<file path="src/rtl/digit_entry_buffer.sv">
// digit_entry_buffer
// Captures switch nibbles into a NUM_DIGITS-slot buffer, one digit per rising
// edge of the debounced enter level, with backspace removing the newest digit.
// The first digit entered sits in the most significant nibble of digits_out.
//
// Build option: DIGIT_ENTRY_AUTO_CLEAR_EN
//   undefined - enter while full is rejected and pulses overflow
//   defined   - enter while full restarts the buffer with switch_in in slot 0
//
// Handshake: enter and backspace are plain levels; an action is taken only on
// the cycle a level is first seen high, and entry_strobe / overflow are
// one-cycle pulses reporting that action in the following cycle.
//
// The FSM state register tracks count (EMPTY / PARTIAL / FULL) and is always
// consistent with it, so count serves as the externally visible state.

module digit_entry_buffer #(
    parameter int NUM_DIGITS = 4,
    parameter int DIGIT_W    = 4
) (
    input  logic                          clk,
    input  logic                          reset,
    input  logic                          enter,
    input  logic                          backspace,
    input  logic [DIGIT_W-1:0]            switch_in,
    output logic [NUM_DIGITS*DIGIT_W-1:0] digits_out,
    output logic [NUM_DIGITS-1:0]         digit_valid,
    output logic [2:0]                    count,
    output logic                          full,
    output logic                          entry_strobe,
    output logic                          overflow
);

    localparam logic [2:0] MAX_COUNT = 3'(NUM_DIGITS);

    typedef enum logic [1:0] {
        ST_EMPTY,
        ST_PARTIAL,
        ST_FULL
    } state_t;

    state_t state;
    logic   enter_q;
    logic   bs_q;
    logic   enter_rise;
    logic   bs_rise;

    // Rising-edge detection on the debounced levels
    assign enter_rise = enter & ~enter_q;
    assign bs_rise    = backspace & ~bs_q;

    // full is derived directly from count so it can never disagree with it
    assign full = (count == MAX_COUNT);

    // Maps a digit count onto the FSM state it represents
    function automatic state_t state_for(input logic [2:0] c);
        if (c == 3'd0) begin
            return ST_EMPTY;
        end else if (c == MAX_COUNT) begin
            return ST_FULL;
        end else begin
            return ST_PARTIAL;
        end
    endfunction

    // Buffer FSM: edge registers, slot storage, count and status pulses
    always_ff @(posedge clk) begin
        if (reset) begin
            // Edge registers start high so a level held through reset is ignored
            enter_q      <= 1'b1;
            bs_q         <= 1'b1;
            state        <= ST_EMPTY;
            digits_out   <= '0;
            digit_valid  <= '0;
            count        <= 3'd0;
            entry_strobe <= 1'b0;
            overflow     <= 1'b0;
        end else begin
            enter_q      <= enter;
            bs_q         <= backspace;
            entry_strobe <= 1'b0;
            overflow     <= 1'b0;

            case (state)
                ST_EMPTY: begin
                    // Backspace on an empty buffer does nothing; it also
                    // suppresses a simultaneous enter
                    if (!bs_rise && enter_rise) begin
                        digits_out[(NUM_DIGITS-1)*DIGIT_W +: DIGIT_W] <= switch_in;
                        digit_valid[NUM_DIGITS-1] <= 1'b1;
                        count        <= 3'd1;
                        state        <= state_for(3'd1);
                        entry_strobe <= 1'b1;
                    end
                end

                ST_PARTIAL: begin
                    if (bs_rise) begin
                        // Newest digit lives at slot count-1
                        for (int i = 0; i < NUM_DIGITS; i++) begin
                            if (i == NUM_DIGITS - int'(count)) begin
                                digits_out[i*DIGIT_W +: DIGIT_W] <= '0;
                                digit_valid[i] <= 1'b0;
                            end
                        end
                        count <= count - 3'd1;
                        state <= state_for(count - 3'd1);
                    end else if (enter_rise) begin
                        // Next free slot is slot count
                        for (int i = 0; i < NUM_DIGITS; i++) begin
                            if (i == NUM_DIGITS - 1 - int'(count)) begin
                                digits_out[i*DIGIT_W +: DIGIT_W] <= switch_in;
                                digit_valid[i] <= 1'b1;
                            end
                        end
                        count        <= count + 3'd1;
                        state        <= state_for(count + 3'd1);
                        entry_strobe <= 1'b1;
                    end
                end

                ST_FULL: begin
                    if (bs_rise) begin
                        // Newest digit is the least significant nibble
                        digits_out[DIGIT_W-1:0] <= '0;
                        digit_valid[0]          <= 1'b0;
                        count <= MAX_COUNT - 3'd1;
                        state <= state_for(MAX_COUNT - 3'd1);
                    end else if (enter_rise) begin
`ifdef DIGIT_ENTRY_AUTO_CLEAR_EN
                        // Restart the entry with this digit as the first one
                        digits_out  <= '0;
                        digit_valid <= '0;
                        digits_out[(NUM_DIGITS-1)*DIGIT_W +: DIGIT_W] <= switch_in;
                        digit_valid[NUM_DIGITS-1] <= 1'b1;
                        count        <= 3'd1;
                        state        <= state_for(3'd1);
                        entry_strobe <= 1'b1;
`else
                        // Reject the digit and report it; the buffer is kept
                        overflow <= 1'b1;
`endif
                    end
                end

                default: begin
                    state <= state_for(count);
                end
            endcase
        end
    end

endmodule

</file>
<file path="config.mk">
export PLATFORM = sky130hd
export DESIGN_NAME = digit_entry_buffer
export DESIGN_NICKNAME = d
export VERILOG_FILES = /design/src/rtl/digit_entry_buffer.sv
export SDC_FILE = /design/constraint.sdc
export NUM_CORES = 1
export LEC_CHECK = 0
export ABC_AREA = 1
export CAP_MARGIN = 0
export CORE_MARGIN = 2
export CORE_UTILIZATION = 42
export DETAILED_ROUTE_END_ITERATION = 10
export GPL_ROUTABILITY_DRIVEN = 0
export PLACE_DENSITY = 0.76
export SETUP_SLACK_MARGIN = 0.3
export SYNTH_ARGS = -nofsm -noshare
export SYNTH_HDL_FRONTEND = slang
export SYNTH_SLANG_ARGS = --single-unit
export TNS_END_PERCENT = 50
</file>
<file path="constraint.sdc">
create_clock -name clk -period 2.1 [get_ports clk]
set_input_delay 0.42 -clock clk [delete_from_list [all_inputs] [get_ports clk]]
set_output_delay 0.42 -clock clk [all_outputs]
set_load 0.02 [all_outputs]
</file>
* Word level (Yosys, flattened, before mapping)
Index checks and enable logic that the tools add are counted.
Operators by class: add/sub/neg operators 4, equality and inequality tests 20, muxes and demuxes 48, bitwise gates (word level) 5, reductions and logical operators 21
Operators by type and width (number):
- logical NOT 32 bit | 2
- 2-to-1 mux 4 bit | 12
- 2-to-1 mux 16 bit | 2
- 2-to-1 mux 2 bit | 10
- == test 3 x 4 -> 1 bit (first input constant) | 4
- case mux 4 bit (2 select lines) | 2
- != test 3 bit (second input constant) | 5
- 2-to-1 mux 1 bit | 13
- 2-to-1 mux 3 bit | 4
- AND reduction 4 bit | 3
- AND reduction 5 bit | 2
- nonzero test 2 bit | 5
- == test 3 bit (second input constant) | 3
- logical NOT 3 bit | 3
- case mux 3 bit (3 select lines) | 1
- == test 2 x 4 -> 1 bit (first input constant) | 2
- case mux 1 bit (2 select lines) | 3
- case mux 2 bit (3 select lines) | 1
- != test 2 x 1 -> 1 bit (second input constant) | 2
- != test 2 bit (second input constant) | 2
- subtractor 2 x 3 -> 4 bit (first input constant) | 1
- subtractor 3 x 3 -> 4 bit (first input constant) | 1
- adder 3 x 1 -> 3 bit (second input constant) | 1
- NOT 1 bit | 3
- other kinds (10) | 11
Storage, ports and cells: bits in registers 29, input bits 8, output and inout bits 26

* Depth between registers and ports, before layout
depth in word-level cells 7, mapped depth 10, gate-level depth less buffers 9

* Worst setup path before layout
Ideal clock, no wire load.
path kind flip-flop to flip-flop, start point reg count[0], end point reg digits_out[10], setup time 0.113 ns, arrival time 1.780 ns, required time 1.987 ns, slack 0.208 ns, stages on the path, launching flop included 9, period minus slack after synthesis 1.892 ns, path through dfxtp_1 inv_1 ha_1 ha_1 nand2_1 o21ai_4 nand2_2 nor2_1 nor2_1
Between the ends: cells in the longest elaborated chain, start to end 4, elaborated cells on any way between the ends 7, classes of those cells add/sub (2); eq/ne (3); reduce/logical (2)
Ends and longest elaborated chain:
- start, declared | RTL line 28 | output logic [2:0] count,
- start signal, assigned | RTL line 106 | count <= count - 3'd1;
- start signal, assigned | RTL line 116 | count <= count + 3'd1;
- start signal, assigned | RTL line 127 | count <= MAX_COUNT - 3'd1;
- subtractor 3 x 3 -> 4 bit / subtractor 2 x 3 -> 4 bit (equally long branches) | RTL line 101, 111
- == test 3 x 4 -> 1 bit (on tied branches) | RTL line 101, 111
- != test 2 x 1 -> 1 bit (no source line) / nonzero test 2 bit (equally long branches)
- AND reduction 4 bit (no source line) *
- end signal, assigned by index | RTL line 89 | digits_out[(NUM_DIGITS-1)*DIGIT_W +: DIGIT_W] <= switch_in;
- end signal, assigned by index | RTL line 112 | digits_out[i*DIGIT_W +: DIGIT_W] <= switch_in;
- end, declared | RTL line 26 | output logic [NUM_DIGITS*DIGIT_W-1:0] digits_out,
Mark *: on every way between the ends. The rest lies on a longest branch, timed or not. A chain may end at the register's enable or synchronous reset.

* Worst setup path after layout
start point reg count[1], end point out full
Between the ends: cells in the longest elaborated chain, start to end 1
Ends and longest elaborated chain:
- == test 3 bit | RTL line 53 | assign full = (count == MAX_COUNT);
- end, declared | RTL line 29 | output logic full,
No other way between the ends.

==> results.sh <==
export IMPL_drive_above_1_share=0.1538
export IMPL_yosys_area_top_type="dfxtp_1"
export IMPL_port_buffers=33
export IMPL_max_freq_mhz=566.5
export IMPL_crit_type="reg -> out"
export IMPL_dieWidth_um=67.11
export IMPL_crit_required_ps=1680
export IMPL_comb_power_share=0.533
export IMPL_grt_max_degree=17
export IMPL_worstPathCellList="inv_1 -> ha_2 -> ha_1 -> buf_2"
export IMPL_fin_tns_setup_ps=0
export IMPL_fin_skew_ps=2.539
export IMPL_antenna_found_initial=0
export IMPL_path_clk_slew_ps=60
export IMPL_area_growth_pct=28.42
export IMPL_initial_core_util=0.4469
export IMPL_finalMaxSlewViolations=0
export IMPL_r2r_end="digits_out[10]"
export IMPL_hold_viol=0
export IMPL_fin_crit_ps=1765
export IMPL_synth_distinct_cells=29
export IMPL_yosysWarnings=0
export IMPL_hpwlAfterDp_um=2842
export IMPL_grt_pass1_vias=1389
export IMPL_cts_root_buf="clkbuf_8"
export IMPL_ys_ff_latch=29
export IMPL_layout_nets=281
export IMPL_final_period_utilization=0.8406
export IMPL_cp_start_kind="register"
export IMPL_overflow=0
export IMPL_power_leakage_nw=0.9220
export IMPL_rsz0062_at_grt="yes"
export IMPL_worstReg2RegStart="count[1]"
export IMPL_arrival_ps=1350
export IMPL_postCtsSetupRepairBufs=0
export IMPL_setup_violations=0
export IMPL_synth_top_area_share=0.3470
export IMPL_p_clk_frac=0.186
export IMPL_worst_pin_slew_ps=483.8
export IMPL_antenna_cells=0
export IMPL_regArea_sq_um=585.6
export IMPL_reg2reg_depth=9
export IMPL_finalPower_mw=2.684
export IMPL_p_switching_mw=1.184
export IMPL_crit_slowest_cell="dfxtp_2"
export IMPL_clk_latency_ps=280
export IMPL_htreeDepth=2
export IMPL_drt_iter0_drc=98
export IMPL_core_sq_um=3744
export IMPL_swShare=0.4411
export IMPL_cp_startpoint="count[1]"
export IMPL_chipHeight_um=67.11
export IMPL_hold_path_class="reg -> reg"
export IMPL_pwr_share_seq=0.282
export IMPL_synth_area_leaders="dfxtp_1, ha_1, nand2_1"
export IMPL_cts_sinks=29
export IMPL_multi_input_area_sq_um=970.9
export IMPL_p_int_mw=1.500
export IMPL_finalWirelength_um=3771
export IMPL_ant_nets=0
export IMPL_cap_violations=0
export IMPL_crit_end="full"
export IMPL_avgRoutedWirePerCell_um=12.24
export IMPL_vias=1580
export IMPL_cts_buffer_depth=2
export IMPL_crit_path_max_incr_delay_ps=350
export IMPL_fp_dieArea_sq_um=4504
export IMPL_status="completed"
export IMPL_synth_area_per_cell_sq_um=7.502
export IMPL_r2r_setup_slack_ps=400
export IMPL_pin_count=34
export IMPL_viasPerCell=5.130
export IMPL_syn_area_sq_um=1673
export IMPL_relSlewSlack=0.6771
export IMPL_syn_nets=245
export IMPL_cts_tree="done"
export IMPL_cts_hold_buf=0
export IMPL_rows=22
export IMPL_post_route_drc_count=0
export IMPL_grt_usage=0.1816
export IMPL_first_pass_iters=4
export IMPL_worstSetupEndpointType="primary output"
export IMPL_grt_first_pass_wirelength_um=6092
export IMPL_yosysSeqAreaShare=0.3470
export IMPL_power_density_nw_per_um2=1250
export IMPL_numCtsBuffers=5
export IMPL_nFillCells=367
export IMPL_critPathMaxFanout=6
export IMPL_synthCells=223
export IMPL_ir_drop_v=0.0007694
==> power by group through the flow <==
stage                     sequential [mW]  combinational [mW]  clock [mW]
after global routing                0.775                1.58       0.539
after detailed placement            0.766                1.36           0
after CTS                           0.759                1.36       0.515
final                               0.756                1.43       0.498
after floorplan                     0.839               0.923           0
after global placement              0.763                1.35           0
==> through the flow <==
| step | cell area, sq um | cells | hold WS (ps) | utilization | setup WS [ps] |
|---|---|---|---|---|---|
| floorplan | 1675 | 223 | 486.6 | - | 361.3 |
| global placement | 2029 | 300 | 452.9 | 0.5421 | 215.8 |
| detailed placement | 2029 | 300 | 457.1 | 0.5421 | 169.5 |
| CTS | 2131 | 308 | 471.8 | 0.5692 | 242.3 |
| global route | 2148 | 308 | 489.0 | 0.5739 | 242.3 |
| finish | 2148 | 308 | 467.7 | 0.5739 | 334.8 |
==> sequential cells by signal (all words and copies together) (netlist names) <==
name / count
state: 2
enter_q: 1
digits_out: 16
bs_q: 1
overflow: 1
count: 3
digit_valid: 4
entry_strobe: 1
==> logic make-up (layout without fill, tap and decap cells) <==
| family | Yosys count | after routing | synth area share |
|---|---|---|---|
| buffers and inverters | 29 | 66 | 0.08301 |
| flip-flops | 29 | 29 | 0.3470 |
| XOR/XNOR | 1 | 1 | 0.005237 |
| adder cells (fa/ha/maj) | 14 | 14 | 0.1047 |
| AND/OR/NAND/NOR | 111 | 111 | 0.3037 |
| AO/OA/AOI/OAI | 39 | 39 | 0.1563 |
==> synth_stat cells <==
master     n
a211oi_1   1
a21boi_2   1
a21oi_1   17
a21oi_4    2
a31oi_1    5
buf_4      2
buf_6      1
clkbuf_1   1
clkbuf_8   1
dfxtp_1   29
ha_1      14
inv_1     20
inv_2      3
inv_6      1
nand2_1   45
nand2_2    7
nand2_4    3
nand3_1   14
nand3_2    1
nand4_1    8
nor2_1    29
nor3_1     2
o211ai_2   1
o21ai_0    8
o21ai_2    2
o21ai_4    1
o31ai_1    1
or2_2      2
xor2_1     1
==> cells in the final DEF, fill, tap and decap left out, types with 2 or more instances in the layout <==
master	Yosys	layout
nand3_1	14	14
nand4_1	8	8
o21ai_0	8	8
a21oi_1	17	17
dfxtp_1	29	27
clkdlybuf4s50_1	0	31
inv_1	20	19
nor3_1	2	2
a31oi_1	5	5
clkbuf_8	1	7
nand2_1	45	44
a21oi_4	2	2
nand2_2	7	8
ha_1	14	12
o21ai_2	2	2
inv_2	3	4
or2_2	2	2
nand2_4	3	3
nor2_1	29	29
==> per-layer routing <==
layer / vias up / global-route usage / part of all wire
met5: - / 0 / 0
met2: 43 / 0.2822 / 0.46
met1: 726 / 0.2343 / 0.46
met4: 0 / 0.09184 / 0.022
li1: 804 / - / -
met3: 7 / 0.04223 / 0.052
==> final cells by class <==
class,instances,area share
multi-input combinational,165,0.4520
inverter,24,0.04426
tap,48,0.02796
clock inverter,1,0.002330
sequential,29,0.2726
clock buffer,7,0.04485
timing repair buffer,34,0.1561
==> repair_timing <==
action	in CTS	in global routing
gates resized for setup	6	5
gates cloned	0	0
pin swaps	0	1
endpoints found under the setup margin	9	21
==> worst min-delay path by stage <==
stage	slack, ps	to	cells past startpoint	from
after detailed placement	460	digits_out[12]	2	digits_out[12]
final	470	digits_out[12]	2	digits_out[12]
after CTS	470	digits_out[12]	2	digits_out[12]
after global routing	490	digits_out[3]	2	digits_out[3]
after floorplan	490	overflow	3	enter_q
after global placement	450	digits_out[5]	2	digits_out[5]
==> worst max-delay path: cells and delay by family, from the launching register on <==
kind       cells  cell delay [ps]
flops          1              350
fa+ha+maj      2              410
buf+inv        2              310
Note: power is estimated with default switching activity, not from simulation.
==> RTL edit 1 (config.mk and constraints unchanged) <==
Set the parameter `NUM_DIGITS` to 3 (it was 4).
--- a/src/rtl/digit_entry_buffer.sv
+++ b/src/rtl/digit_entry_buffer.sv
@@ -16,5 +16,5 @@
 
 module digit_entry_buffer #(
-    parameter int NUM_DIGITS = 4,
+    parameter int NUM_DIGITS = 3,
     parameter int DIGIT_W    = 4
 ) (
Interface: changed (resized digit_valid and digits_out); port bits go from 34 to 29. The function was not compared with the original's and may differ.
==> RTL edit 1 against the unedited design <==
  * Count of clock-buffer cells in the layout fell by 4
  * Synthesized cell count fell by 10%
  * Global-route usage rose by 0.17 points
  * Combinational power fell by 22%
  * Area after synthesis fell by 11%
  * Via count fell by 14%
  * Setup slack got worse by 0.018 ns
  * Critical path depth fell by 3
  * Register-to-register slack got worse by 0.03 ns
  * Non-clock buffer count fell by 2
  * Sequential cell count fell by 5
  * Power fell by 23%
  * Final area fell by 12%
  * Wire length fell by 8.3%
  * Critical endpoint is now count[2]
  * Largest power group unchanged
==> RTL edit 1: results (changes against the unedited design) <==
stage	metric	value	unit	change
outcome	status	finished, final reports clean		
routing	Routed WL	3459	µm	-8.3%
grt	vias in the first global route	1317		-5.2%
cells_and_area	top flop regs	digits_out x12, count x3, digit_valid x3		
placement	placed cell area	0.001817	mm²	-10%
placement	placed cells	274		-8.7%
power	Leak	0.8037	nW	-13%
worst_setup_path	crit path launch	count[2]$_SDFFE_PP0P_		
yosys	syn_nets	221		-9.8%
routing	starting DRC count in detailed routing	44		-55%
grt	met3 Track Usage GR	3.571	%	-0.65 points
yosys	Async SR Flop Fraction	0	%	unchanged
worst_hold_path	Hold Path Class	flip-flop to flip-flop		
placement	worst slack at placement	0.2185	ns	+0.04905 ns
power	VDD IR max	0.0003627	V	-53%
yosys	ranking of synthesized cells by area	dfxtp_1 32%, ha_1 11%, nand2_1 8.6%, a21oi_1 7.7%, nand3_1 5.0%		
yosys	syn_area_per_cell	7.438	µm²	-0.84%
worst_setup_path	critical path peak fanout	4		-2
cells_and_area	Fill cells	326		-11%
worst_hold_path	HP Start	digits_out[2]$_SDFFE_PP0P_		
cells_and_area	non-filler cells in the finished layout	278		-9.7%
cts	H-tree levels	1		-1
cells_and_area	layout cells sized above 1	18.53	%	+3.1 points
grt	first-pass GRT wire length	5899	µm	-3.2%
cts	post_cts resized	3		-3
yosys	Yosys Warn Count	0		unchanged
cts	Clock transition at path regs	0.15	ns	+0.09 ns
placement	I/O Buffers	28		-15%
sta	Clock Skews	0.01682	ns	+0.01428 ns
yosys	commonest cells in the netlist	34 x nand2_1, 24 x dfxtp_1, 23 x a21oi_1, 19 x nor2_1, 18 x inv_1		
worst_setup_path	CP max-delay cell	clkdlybuf4s50_1		
cts	worst-skew pair later-pin latency	0.33	ns	+0.05 ns
cts	TritonCTS buffer count	3		-2
cts	Root Buffer	clkbuf_4		
cells_and_area	multi-input logic area	893.4	µm²	-8.0%
grt	largest net degree at the start of global routing	17		unchanged
worst_setup_path	RR Startpoint	count[0]$_SDFFE_PP0P_		
grt	met2 GRT Util	28.16	%	-0.060 points
cells_and_area	count of nets after finishing	254		-9.6%
yosys	Seq/Total Area, Yosys	32.30	%	-2.4 points
yosys	post-synth cell types	27		-6.9%
grt	GR Layer Usage met1	25.44	%	+2.0 points
sta	relative slew slack	79.21	%	+11 points
routing	via count	1357		-14%
worst_setup_path	max incr delay on CP	0.62	ns	+0.27 ns
grt	Tot GR Track Use	18.33	%	+0.17 points
worst_setup_path	critical path's top delay family	buffers and inverters		
placement	Final HPWL DP	2572	µm	-9.5%
-- RTL edit 1: changes by cell type after synthesis, sizes merged, moves of 2 or more --
cell,before,now
a21oi,19,25
a31oi,5,0
clkbuf,2,0
dfxtp,29,24
nand2,55,43
nand3,15,19
nand4,8,10
nor2,29,26
o21ai,11,5
-- RTL edit 1: layer usage --
metal	routed length, µm	part of all wire [%]
met3	200	5.8
met2	1509	44
met4	57	1.6
met1	1691	49
met5	0	0
-- RTL edit 1: cells by family (layout without fill, tap and decap cells) --
logic type	after synthesis	after routing	synth area share, %
flops	24	24	32.30
simple gates	104	104	36.17
compound gates	31	31	11.86
buf+inv	28	60	8.747
fa+ha+maj	13	13	10.93
-- RTL edit 1: area by class of cell --
cell class | count | area share (%)
flip-flops and latches | 24 | 25.63
well taps | 46 | 3.054
inverters | 24 | 4.847
multi-input cells | 148 | 47.41
repair buffers | 32 | 16.27
clock buffers | 3 | 1.195
clock inverters | 1 | 1.594
-- RTL edit 1: path summary, 6_finish.rpt --
kind                                endpoint  slack (ns)  cells after the start
setup / recovery                    count[2]        0.32                      1
hold / removal    digits_out[2]$_SDFFE_PP0P_        0.47                      2
setup reg to reg       state[0]$_SDFFE_PP0P_        0.37                     12
hold reg to reg   digits_out[2]$_SDFFE_PP0P_        0.47                      2
-- RTL edit 1: power by group --
| part | internal (mW) | total (mW) | leakage, nW | switching (mW) |
|---|---|---|---|---|
| Combinational | 0.420 | 1.12 | 0.579 | 0.704 |
| Clock | 0.193 | 0.347 | 0.0279 | 0.154 |
| Sequential | 0.533 | 0.585 | 0.196 | 0.0522 |
| Total | 1.15 | 2.06 | 0.804 | 0.910 |
-- RTL edit 1: worst min-delay path: stages, from the launching register on --
cell     delay [ns]
dfxtp_1        0.33
nand2_1        0.06
a21oi_1        0.05
==> RTL edit 2 (config.mk and constraints unchanged) <==
Made on the original files. The 3 states of `state_t` get a one-hot encoding in 3 bits.
--- a/src/rtl/digit_entry_buffer.sv
+++ b/src/rtl/digit_entry_buffer.sv
@@ -34,8 +34,8 @@
     localparam logic [2:0] MAX_COUNT = 3'(NUM_DIGITS);
 
-    typedef enum logic [1:0] {
-        ST_EMPTY,
-        ST_PARTIAL,
-        ST_FULL
+    typedef enum logic [2:0] {
+        ST_EMPTY   = 3'b001,
+        ST_PARTIAL = 3'b010,
+        ST_FULL    = 3'b100
     } state_t;
 
Formal check against the unedited RTL: no difference found for any inputs over 10 cycles, from zero or initial values and one cycle with reset high; not proved beyond that.
==> RTL edit 2 against the unedited design <==
  * Final area grew 0.23%
  * Critical path depth is 3 lower
  * Area after synthesis decreased by 1.6%
  * Highest routed layer unchanged
  * Critical path type unchanged
  * Setup slack gained 0.0062 ns
  * Sequential cell count up 1
  * Wire length grew 0.98%
Power is not compared: it rests on default switching activity, and its combinational part moved more than twofold at a synthesized area within 25%.
==> RTL edit 2: results (changes against the unedited design) <==
stage	metric	value	unit	change
worst_setup_path	reg-to-reg setup timing slack	0.48	ns	+0.08 ns
worst_setup_path	CP max-delay cell	clkdlybuf4s50_1		
placement	worst slack at placement	0.2039	ns	+0.03444 ns
grt	largest net degree at the start of global routing	23		+6
routing	Routed WL	3808	µm	+0.98%
worst_setup_path	critical path peak fanout	6		unchanged
grt	Tot GR Track Use	19.31	%	+1.1 points
worst_hold_path	Worst Hold End	digit_valid[2]$_SDFFE_PP0P_		
worst_setup_path	r2r endpoint	digit_valid[0]$_SDFFE_PP0P_		
outcome	status	finished, final reports clean		
routing	WL/cell	12.17	µm	-0.63%
worst_hold_path	HP Start	digit_valid[2]$_SDFFE_PP0P_		
cells_and_area	count of nets after finishing	284		+1.1%
cells_and_area	layout cells sized above 1	15.47	%	+0.087 points
yosys	commonest cells in the netlist	62 x nand2_1, 30 x dfxtp_1, 25 x a21oi_1, 23 x inv_1, 18 x nand3_1		
worst_setup_path	critical path's top delay family	buffers and inverters		
yosys	Seq/Total Area, Yosys	36.50	%	+1.8 points
yosys	Synth Area in XOR/XNOR	0.5323	%	+0.0088 points
sta	Clock Skews	0.003948	ns	+0.001409 ns
routing	starting DRC count in detailed routing	82		-16%
yosys	Synth Instances	225		+0.90%
worst_setup_path	crit path launch	count[2]$_SDFFE_PP0P_		
yosys	post-synthesis compound-gate area fraction	14.07	%	-1.6 points
cells_and_area	Fill cells	370		+0.82%
routing	Vias/cell	4.786		-6.7%
grt	first-pass GRT wire length	6513	µm	+6.9%
worst_setup_path	max incr delay on CP	0.64	ns	+0.29 ns
placement	Final HPWL DP	2830	µm	-0.43%
cells_and_area	top flop regs	digits_out x16, digit_valid x4		
yosys	post-synthesis adder-cell area fraction	9.125	%	-1.3 points
placement	placed cells	305		+1.7%
yosys	post-synth cell types	27		-6.9%
cts	post_cts resized	7		+1
sta	Worst Tran Pin Value	0.3268	ns	-0.1569 ns
RTL edit 2: worst max path at each step:
stage | endpoint | slack (ns) | cells after the start
after CTS | count[2] | 0.33 | 1
after global placement | state[0]$_SDFFE_PP1P_ | 0.20 | 8
after floorplan | digit_valid[0]$_SDFFE_PP0P_ | 0.37 | 8
after global routing | count[2] | 0.28 | 1
final | count[2] | 0.34 | 1
after detailed placement | state[0]$_SDFFE_PP1P_ | 0.20 | 8
RTL edit 2: logic make-up after synthesis:
family,after synthesis
flip-flops,30
AO/OA/AOI/OAI,38
XOR/XNOR,1
AND/OR/NAND/NOR,116
adder cells (fa/ha/maj),12
buffers and inverters,28
RTL edit 2: worst min-delay path: stages, from the launching register on:
cell	delay (ns)
dfxtp_1	0.31
inv_1	0.05
a21oi_1	0.05
RTL edit 2: area by class of cell:
type,count,share of cell area [%]
tap,48,2.789
inverter,25,4.358
timing repair buffer,35,15.80
clock buffer,6,3.835
multi-input combinational,167,44.51
sequential,30,28.12
clock inverter,2,0.5811
RTL edit 2: power by group:
group	switching [mW]	internal, mW
Sequential	0.0613	0.634
Clock	0.225	0.263
Combinational	0.429	0.276
RTL edit 2: layer usage:
metal	up-vias	part of all wire [%]	wire (µm)	global-route usage, %
met4	0	1.8	67	9.184
li1	795	-	-	-
met1	645	48	1822	25.08
met5	-	0	0	0
met3	7	6.5	246	3.547
met2	51	44	1671	30.75
RTL edit 2: stage by stage:
stage / hold slack [ns] / instance area, µm²
6_report: 0.4519 / 2153
5_1_grt: 0.4861 / 2153
4_1_cts: 0.4524 / 2138
3_5_place_dp: 0.4419 / 2038
3_3_place_gp: 0.4423 / 2038
2_1_floorplan: 0.4961 / 1648
